File: src/rtl/vga_scan_ctrl_if.sv
// Sprite pixel-request bus between the raster controller (master) and every sprite source (slave).
// Each source returns its rgb/alpha one clock after it sees the requested address.
interface vga_scan_ctrl_if #(
  parameter int H_LEN = 10,
  parameter int V_LEN = 10,
  parameter int RGB_W = 12
);
  logic [H_LEN-1:0] req_x_addr_o;
  logic [V_LEN-1:0] req_y_addr_o;
  logic             v_sync_o;
  logic [RGB_W-1:0] me_rgb_i;
  logic             me_alpha_i;
  logic [RGB_W-1:0] bullet_rgb_i;
  logic             bullet_alpha_i;
  logic [RGB_W-1:0] enemy_rgb_i;
  logic             enemy_alpha_i;
  logic [RGB_W-1:0] bg_rgb_i;

  modport master (
    output req_x_addr_o, req_y_addr_o, v_sync_o,
    input  me_rgb_i, me_alpha_i, bullet_rgb_i, bullet_alpha_i,
           enemy_rgb_i, enemy_alpha_i, bg_rgb_i
  );

  modport slave (
    input  req_x_addr_o, req_y_addr_o, v_sync_o,
    output me_rgb_i, me_alpha_i, bullet_rgb_i, bullet_alpha_i,
           enemy_rgb_i, enemy_alpha_i, bg_rgb_i
  );
endinterface

File: src/rtl/vga_scan_ctrl.sv
// VGA raster generator and sprite compositor: requests pixels from the sprite sources,
// merges the returned layers by fixed priority and drives the registered VGA pins.
module vga_scan_ctrl #(
  parameter int H_DISP  = 640,
  parameter int H_FRONT = 16,
  parameter int H_SYNC  = 96,
  parameter int H_BACK  = 48,
  parameter int V_DISP  = 480,
  parameter int V_FRONT = 10,
  parameter int V_SYNC  = 2,
  parameter int V_BACK  = 33,
  parameter int H_LEN   = 10,
  parameter int V_LEN   = 10,
  parameter int RGB_W   = 12
) (
  input  logic              clk_vga,
  input  logic              rst_n,
  input  logic              en_i,
  vga_scan_ctrl_if.master   spr,
  output logic              vga_h_sync_o,
  output logic              vga_v_sync_o,
  output logic [RGB_W-1:0]  vga_rgb_o,
  output logic              frame_start_o
);

  localparam int H_TOTAL = H_DISP + H_FRONT + H_SYNC + H_BACK;
  localparam int V_TOTAL = V_DISP + V_FRONT + V_SYNC + V_BACK;

  localparam logic [H_LEN-1:0] H_DISP_C   = H_LEN'(H_DISP);
  localparam logic [H_LEN-1:0] H_LAST_C   = H_LEN'(H_TOTAL - 1);
  localparam logic [H_LEN-1:0] HS_FIRST_C = H_LEN'(H_DISP + H_FRONT);
  localparam logic [H_LEN-1:0] HS_LAST_C  = H_LEN'(H_DISP + H_FRONT + H_SYNC - 1);
  localparam logic [V_LEN-1:0] V_DISP_C   = V_LEN'(V_DISP);
  localparam logic [V_LEN-1:0] V_LAST_C   = V_LEN'(V_TOTAL - 1);
  localparam logic [V_LEN-1:0] VS_FIRST_C = V_LEN'(V_DISP + V_FRONT);
  localparam logic [V_LEN-1:0] VS_LAST_C  = V_LEN'(V_DISP + V_FRONT + V_SYNC - 1);

  // Raster counters
  logic [H_LEN-1:0] h_cnt_q, h_cnt_d;
  logic [V_LEN-1:0] v_cnt_q, v_cnt_d;

  // Stage 1: timing of the pixel whose layer data is arriving this cycle
  logic active_d1_q, active_d1_d;
  logic h_sync_d1_q, h_sync_d1_d;
  logic v_sync_d1_q, v_sync_d1_d;

  // Stage 2: pin registers
  logic             vga_h_sync_q, vga_h_sync_d;
  logic             vga_v_sync_q, vga_v_sync_d;
  logic [RGB_W-1:0] vga_rgb_q, vga_rgb_d;
  logic             frame_start_q, frame_start_d;

  logic active;
  logic h_sync_raw;
  logic v_sync_raw;

  // NOTE: every signal written in an always_comb gets a default first, so no path
  // through the block leaves it unassigned and a latch cannot be inferred.
  always_comb begin
    h_cnt_d = h_cnt_q + 1'b1;
    v_cnt_d = v_cnt_q;
    if (h_cnt_q == H_LAST_C) begin
      h_cnt_d = '0;
      v_cnt_d = (v_cnt_q == V_LAST_C) ? '0 : v_cnt_q + 1'b1;
    end
  end

  always_comb begin
    active     = (h_cnt_q < H_DISP_C) && (v_cnt_q < V_DISP_C);
    h_sync_raw = !((h_cnt_q >= HS_FIRST_C) && (h_cnt_q <= HS_LAST_C));
    v_sync_raw = !((v_cnt_q >= VS_FIRST_C) && (v_cnt_q <= VS_LAST_C));
  end

  // Out-of-frame requests use all-ones so no sprite placed on screen can match.
  assign spr.req_x_addr_o = active ? h_cnt_q : '1;
  assign spr.req_y_addr_o = active ? v_cnt_q : '1;
  assign spr.v_sync_o     = v_sync_raw;

  always_comb begin
    active_d1_d   = active;
    h_sync_d1_d   = h_sync_raw;
    v_sync_d1_d   = v_sync_raw;
    vga_h_sync_d  = h_sync_d1_q;
    vga_v_sync_d  = v_sync_d1_q;
    frame_start_d = (h_cnt_q == '0) && (v_cnt_q == '0);

    // Layer priority: player craft, bullets, enemies, then background.
    vga_rgb_d = '0;
    if (active_d1_q) begin
      if (en_i && spr.me_alpha_i)          vga_rgb_d = spr.me_rgb_i;
      else if (en_i && spr.bullet_alpha_i) vga_rgb_d = spr.bullet_rgb_i;
      else if (en_i && spr.enemy_alpha_i)  vga_rgb_d = spr.enemy_rgb_i;
      else                                 vga_rgb_d = spr.bg_rgb_i;
    end
  end

  // NOTE: state updates use non-blocking assignments so every flop samples the
  // pre-edge values, independent of statement order within the block.
  always_ff @(posedge clk_vga or negedge rst_n) begin
    if (!rst_n) begin
      h_cnt_q       <= '0;
      v_cnt_q       <= '0;
      active_d1_q   <= 1'b0;
      h_sync_d1_q   <= 1'b1;
      v_sync_d1_q   <= 1'b1;
      vga_h_sync_q  <= 1'b1;
      vga_v_sync_q  <= 1'b1;
      vga_rgb_q     <= '0;
      frame_start_q <= 1'b0;
    end else begin
      h_cnt_q       <= h_cnt_d;
      v_cnt_q       <= v_cnt_d;
      active_d1_q   <= active_d1_d;
      h_sync_d1_q   <= h_sync_d1_d;
      v_sync_d1_q   <= v_sync_d1_d;
      vga_h_sync_q  <= vga_h_sync_d;
      vga_v_sync_q  <= vga_v_sync_d;
      vga_rgb_q     <= vga_rgb_d;
      frame_start_q <= frame_start_d;
    end
  end

  assign vga_h_sync_o  = vga_h_sync_q;
  assign vga_v_sync_o  = vga_v_sync_q;
  assign vga_rgb_o     = vga_rgb_q;
  assign frame_start_o = frame_start_q;

endmodule

File: src/flat_wrapper.sv
// flat-port wrapper written by rule: the top's interface ports become plain ports
module vga_scan_ctrl_flat 
#(
  parameter int H_DISP  = 640,
  parameter int H_FRONT = 16,
  parameter int H_SYNC  = 96,
  parameter int H_BACK  = 48,
  parameter int V_DISP  = 480,
  parameter int V_FRONT = 10,
  parameter int V_SYNC  = 2,
  parameter int V_BACK  = 33,
  parameter int H_LEN   = 10,
  parameter int V_LEN   = 10,
  parameter int RGB_W   = 12
)
  (clk_vga, rst_n, en_i, vga_h_sync_o, vga_v_sync_o, vga_rgb_o, frame_start_o, spr_req_x_addr_o, spr_req_y_addr_o, spr_v_sync_o, spr_me_rgb_i, spr_me_alpha_i, spr_bullet_rgb_i, spr_bullet_alpha_i, spr_enemy_rgb_i, spr_enemy_alpha_i, spr_bg_rgb_i);
  vga_scan_ctrl_if #(.H_LEN(H_LEN), .V_LEN(V_LEN), .RGB_W(RGB_W)) spr_i ();
  input  logic clk_vga;
  input  logic rst_n;
  input  logic en_i;
  output logic vga_h_sync_o;
  output logic vga_v_sync_o;
  output logic [RGB_W-1:0] vga_rgb_o;
  output logic frame_start_o;
  output wire logic [$bits(spr_i.req_x_addr_o)-1:0] spr_req_x_addr_o;
  output wire logic [$bits(spr_i.req_y_addr_o)-1:0] spr_req_y_addr_o;
  output wire logic [$bits(spr_i.v_sync_o)-1:0] spr_v_sync_o;
  input wire logic [$bits(spr_i.me_rgb_i)-1:0] spr_me_rgb_i;
  input wire logic [$bits(spr_i.me_alpha_i)-1:0] spr_me_alpha_i;
  input wire logic [$bits(spr_i.bullet_rgb_i)-1:0] spr_bullet_rgb_i;
  input wire logic [$bits(spr_i.bullet_alpha_i)-1:0] spr_bullet_alpha_i;
  input wire logic [$bits(spr_i.enemy_rgb_i)-1:0] spr_enemy_rgb_i;
  input wire logic [$bits(spr_i.enemy_alpha_i)-1:0] spr_enemy_alpha_i;
  input wire logic [$bits(spr_i.bg_rgb_i)-1:0] spr_bg_rgb_i;
  assign spr_req_x_addr_o = spr_i.req_x_addr_o;
  assign spr_req_y_addr_o = spr_i.req_y_addr_o;
  assign spr_v_sync_o = spr_i.v_sync_o;
  assign spr_i.me_rgb_i = spr_me_rgb_i;
  assign spr_i.me_alpha_i = spr_me_alpha_i;
  assign spr_i.bullet_rgb_i = spr_bullet_rgb_i;
  assign spr_i.bullet_alpha_i = spr_bullet_alpha_i;
  assign spr_i.enemy_rgb_i = spr_enemy_rgb_i;
  assign spr_i.enemy_alpha_i = spr_enemy_alpha_i;
  assign spr_i.bg_rgb_i = spr_bg_rgb_i;
  vga_scan_ctrl #(.H_DISP(H_DISP), .H_FRONT(H_FRONT), .H_SYNC(H_SYNC), .H_BACK(H_BACK), .V_DISP(V_DISP), .V_FRONT(V_FRONT), .V_SYNC(V_SYNC), .V_BACK(V_BACK), .H_LEN(H_LEN), .V_LEN(V_LEN), .RGB_W(RGB_W)) u_core (.clk_vga(clk_vga), .rst_n(rst_n), .en_i(en_i), .spr(spr_i), .vga_h_sync_o(vga_h_sync_o), .vga_v_sync_o(vga_v_sync_o), .vga_rgb_o(vga_rgb_o), .frame_start_o(frame_start_o));
endmodule
File: config.mk
export PLATFORM = sky130hd
export DESIGN_NAME = vga_scan_ctrl_flat
export DESIGN_NICKNAME = d
export VERILOG_FILES = /design/src/rtl/vga_scan_ctrl_if.sv /design/src/rtl/vga_scan_ctrl.sv /design/src/flat_wrapper.sv
export SDC_FILE = /design/constraint.sdc
export NUM_CORES = 1
export LEC_CHECK = 0
export CAP_MARGIN = 20
export CORE_MARGIN = 4
export CORE_UTILIZATION = 43
export CTS_CLUSTER_DIAMETER = 200
export CTS_CLUSTER_SIZE = 20
export DETAILED_ROUTE_END_ITERATION = 12
export PLACE_DENSITY = 0.91
export REMOVE_ABC_BUFFERS = 1
export SLEW_MARGIN = 20
export SYNTH_ARGS = -nofsm -noshare
export SYNTH_HDL_FRONTEND = slang
export SYNTH_SLANG_ARGS = --single-unit
File: constraint.sdc
create_clock -name clk_vga -period 2.4 [get_ports clk_vga]
set_clock_uncertainty 0.05 [all_clocks]
set_input_delay 0.48 -clock clk_vga [delete_from_list [all_inputs] [get_ports clk_vga]]
set_output_delay 0.48 -clock clk_vga [all_outputs]
set_load 0.1 [all_outputs]
# Yosys cells after proc, flatten, opt, wreduce, memory -nomap -nowiden
# Index checks and enable logic that the tools add are counted.
[classes]
add_sub_neg = 2
order_cmp = 6
eq_ne = 2
muxes = 8
reduce_logical = 11
[ops]
columns = ["op", "n"]
rows = [
  ["12-bit 2-to-1 mux", 4],
  ["10-bit 2-to-1 mux", 4],
  ["10-bit by 1-bit adder with 10-bit output, second input constant", 2],
  ["10-bit == test, second input constant", 2],
  ["10-bit logical NOT", 2],
  ["10-bit >= comparator, second input constant", 1],
  ["10-bit by 9-bit >= comparator with 1-bit output, second input constant", 1],
  ["10-bit <= comparator, second input constant", 1],
  ["10-bit by 9-bit <= comparator with 1-bit output, second input constant", 1],
  ["10-bit less-than comparator, second input constant", 1],
  ["10-bit by 9-bit less-than comparator with 1-bit output, second input constant", 1],
  ["1-bit logical AND", 7],
  ["1-bit logical NOT", 2],
]
[word_totals]
regBits = 38
inputBits = 54
out_inout_bits = 36
word_cells = 38

# Logic depth before layout (Yosys ltp)
# Gate-level depths: netlist of the first run.
[depth]
depth_word = 5
mapped_depth = 6
depth_no_buf = 6

# Worst setup path before layout of the first run
# OpenSTA, ideal clock, no wires.
[synth_path]
kind = "flip-flop to output port"
from = "register u_core.h_cnt_q[7]"
to = "output port spr_req_x_addr_o[5]"
arrival_ns = 2.143
required_ns = 1.870
slack_ns = -0.273
path_stages_with_launch = 7
n_path_buf = 2
cell_sequence = "dfrtp_1 -> or2_2 -> a21oi_1 -> and2_0 -> clkbuf_1 -> buf_2 -> nand2b_1"
[synth_between]
elab_chain_cells = 3
[synth_rtl]
columns = ["element", "line_no", "source"]
rows = [
  ["start: declaration", "vga_scan_ctrl.sv:39", "logic [H_LEN-1:0] h_cnt_q, h_cnt_d;"],
  ["start signal: assignment", "vga_scan_ctrl.sv:111", "h_cnt_q <= h_cnt_d;"],
  ["10-bit less-than comparator", "vga_scan_ctrl.sv:69", "active = (h_cnt_q < H_DISP_C) && (v_cnt_q < V_DISP_C);"],
  ["1-bit logical AND", "vga_scan_ctrl.sv:69", ""],
  ["via u_core.active", "vga_scan_ctrl.sv:53", "logic active;"],
  ["10-bit 2-to-1 mux", "vga_scan_ctrl.sv:75", "assign spr.req_x_addr_o = active ? h_cnt_q : '1;"],
  ["end: declaration", "flat_wrapper.sv:25", "output wire logic [$bits(spr_i.req_x_addr_o)-1:0] spr_req_x_addr_o;"],
]
# The timed path passes the listed nets, and every way through them passes these cells.

# Worst setup path after layout of the first run
[layout_path]
from = "register u_core.h_cnt_q[8]"
to = "output port spr_req_x_addr_o[3]"
[layout_between]
elab_chain_cells = 3
[layout_rtl]
columns = ["element", "line_no"]
rows = [
  ["10-bit less-than comparator", "vga_scan_ctrl.sv:69"],
  ["1-bit logical AND", "vga_scan_ctrl.sv:69"],
  ["10-bit 2-to-1 mux", "vga_scan_ctrl.sv:75"],
]
# Every way passes these cells.

==> flow_summary.ini, run 1 <==
[clock_tree]
cts_made_buffers = 5
tritoncts = built
clk_path_buf_depth = 2
clk_pin_slew_worst_paths_ns = 0.08
root_buffer = clkbuf_8
clkLatencyLatePin_ns = 0.30
clock-sinks = 38
h-tree-depth = 2

[worst_setup_path]
slowest_delay_ns = 0.43
path_cells = or2_2, a21oi_2, and2_4, buf_6, nand2b_1, buf_12
worstPathArrival_ns = 1.78
worst-path-max-fanout = 11
crit_slowest_cell = dfrtp_2
criticalPathCategory = reg2out
end_kind = primary output
startpoint_type = flop
reg2reg_slack_ns = 0.26
cp.required_ns = 1.87

[pwr]
power_switching_mw = 0.4790
powerDensity_nw_per_um2 = 458.6
power_mw = 1.583
p_leak_nw = 1.510
swShare = 0.3026
p_clk_frac = 0.344
seqPwrFrac = 0.422
internal-power_mw = 1.104
comb_power_share = 0.234
ir_worst_vdd_mv = 0.2208

[global_route]
grt_pass1_wl_mm = 9.632
grt_max_degree = 39
antenna_found_initial = 0
grt.total_usage = 0.1973
grt_pass1_vias = 2124
gr-total-overflow = 0

[floorplan]
die-area_um2 = 6239
row_count = 25
start_util = 0.4499
ios = 90
core_area_um2 = 4817
die_width_um = 78.99
die_h_um = 78.99

[layout]
diodes = 0
drive_above_1_share = 0.2110
final_cell_count_no_fill = 394
largest_register_ffs = 12
layout.nets = 384
synthToLayoutAreaGrowth_pct = 59.24

[synthesis]
yosysMostFrequentCell = dfrtp_1
synth_top_cell_area_share = 0.3926
synth.area.top_cells = dfrtp_1, dfstp_2, nand2b_1
syn_area_um2 = 2167
syn_avg_cell_area_um2 = 9.301
synth_top_area_cell = dfrtp_1
synth_edf_count = 0
async_reset_ff_frac = 1.000
synth_common_cells = dfrtp_1, nand2_1, nand2b_1, nor2b_1, o21ai_0
synth_seq_cells = 38
yosysSeqAreaShare = 0.4411
synth_cells = 233
synthFlopType = dfrtp_1
ys_warn_count = 0
synth_cell_types = 39

[timing]
worst_slew_pin_slew_ns = 0.8050
fin_crit_ns = 2.307
setup_viol = 0
period_share = 0.9612
fmax_mhz = 433.5
grt_setup_unrepaired = false
relSlewSlack = 0.4633
hold_viol_final = 0
final_max_slew_viol_count = 0
layout_setup_ws_ns = 0.09324

[route]
firstDrtPassIters = 4
wl_mm = 5.830
drc = 0
vias = 2076
wl_per_cell_um = 14.80
ant_nets = 0
dr.first_iter.drc_count = 141
viasPerCell = 5.269

[status]
status = finished, final reports clean

[place]
place_hpwl_mm = 4.671
gp_congestion = 0.8445
port_buffers = 89
placed_cells = 383
pre_cts_ws_ns = 0.2739

[flow_run]
cap_violations = 0

[min_path]
hold_path_class = in2async
## cell type report
cell class / count / area, um^2
clock buffer: 5 / 68.82
clock inverter: 3 / 45.04
fill: 361 / 1366
inverter: 6 / 22.52
multi-input combinational: 174 / 1121
sequential: 38 / 957.2
tap: 67 / 83.83
timing repair buffer: 101 / 1152
## power groups by stage
stage	registers, mW	clock network, mW	logic [mW]
CTS	0.668	0.556	0.373
global route	0.670	0.587	0.389
global placement	0.681	0	0.365
detailed placement	0.680	0	0.373
floorplan	0.840	0	0.0482
finish	0.668	0.544	0.371
## worst max-delay path, delay by kind of cell, from the launching register on
family | cells | cell delay, ns
AND/OR/NAND/NOR | 3 | 0.58
flip-flops | 1 | 0.43
buffers and inverters | 2 | 0.32
AO/OA/AOI/OAI | 1 | 0.16
## cell usage in the layout (no fill, tap or decap), types with 3 or more instances in the layout
| master | count |
|---|---|
| xnor2_1 | 5 |
| o21ai_0 | 13 |
| clkdlybuf4s50_1 | 52 |
| nor2b_1 | 13 |
| buf_4 | 26 |
| nand4_1 | 5 |
| xor2_1 | 6 |
| buf_12 | 21 |
| a21boi_0 | 12 |
| o211ai_1 | 12 |
| dfrtp_1 | 33 |
| nand2b_1 | 16 |
| clkbuf_8 | 5 |
| inv_1 | 6 |
| ha_1 | 4 |
| nor3_1 | 3 |
| nand3_1 | 6 |
| dfstp_2 | 4 |
| nand2_1 | 24 |
| nor2_1 | 9 |
| nor3b_1 | 12 |
| nor4_1 | 4 |
| and3_1 | 6 |
## stage by stage
step	hold WS (ns)	utilization	TNS, ns	area, um^2
floorplan	0.1344	-	-5.554	2093
global placement	0.2956	0.6857	0	3303
finish	0.2165	0.7164	0	3451
detailed placement	0.2972	0.6857	0	3303
global route	0.2861	0.7164	0	3451
CTS	0.2401	0.7125	0	3432
## cell families (layout without fill, tap and decap cells)
logic type / count (synthesis) / after routing / share of synthesized area
xor+xnor: 11 / 11 / 0.04446
compound gates: 49 / 49 / 0.1530
mux: 2 / 2 / 0.01039
buf+inv: 21 / 115 / 0.04446
fa+ha+maj: 4 / 4 / 0.02310
simple gates: 108 / 108 / 0.2835
flops: 38 / 38 / 0.4411
## routing by layer
metal | vias up | track usage | wire [um]
li1 | 998 | - | -
met1 | 973 | 0.1945 | 2025
met2 | 98 | 0.3653 | 3057
met3 | 7 | 0.07596 | 663
met4 | 0 | 0.08247 | 83
met5 | - | 0 | 0
## path summary, 6_finish.rpt
| check | start | to | depth (start not counted) |
|---|---|---|---|
| min in group clk_vga | u_core.h_sync_d1_q | u_core.vga_h_sync_o | 0 |
| min | rst_n | u_core.frame_start_o | 1 |
| max reg2reg | u_core.h_cnt_q[7] | u_core.v_cnt_q[9] | 5 |
| max | u_core.h_cnt_q[8] | spr_req_x_addr_o[3] | 6 |
| max in group asynchronous | rst_n | u_core.h_cnt_q[8] | 1 |
| min reg2reg | u_core.h_sync_d1_q | u_core.vga_h_sync_o | 0 |
## repair_timing
action	in CTS	in global routing
setup endpoints to repair	16	16
hold buffers	0	0
pin swaps	0	1
resized for setup	4	1
setup buffers	1	2
gates cloned	0	0
No activity file was read; power rests on OpenSTA's default activity.
==> run 2: changes to the inputs <==
--- a/config.mk
+++ b/config.mk
@@ -13,7 +13,7 @@
 export DETAILED_ROUTE_END_ITERATION = 12
 export PLACE_DENSITY = 0.91
 export REMOVE_ABC_BUFFERS = 1
-export SLEW_MARGIN = 20
+export SLEW_MARGIN = 10
 export SYNTH_ARGS = -nofsm -noshare
 export SYNTH_HDL_FRONTEND = slang
 export SYNTH_SLANG_ARGS = --single-unit
==> results of run 2 <==
Same layout as run 1: the final DEF is identical, and so are final timing and power.
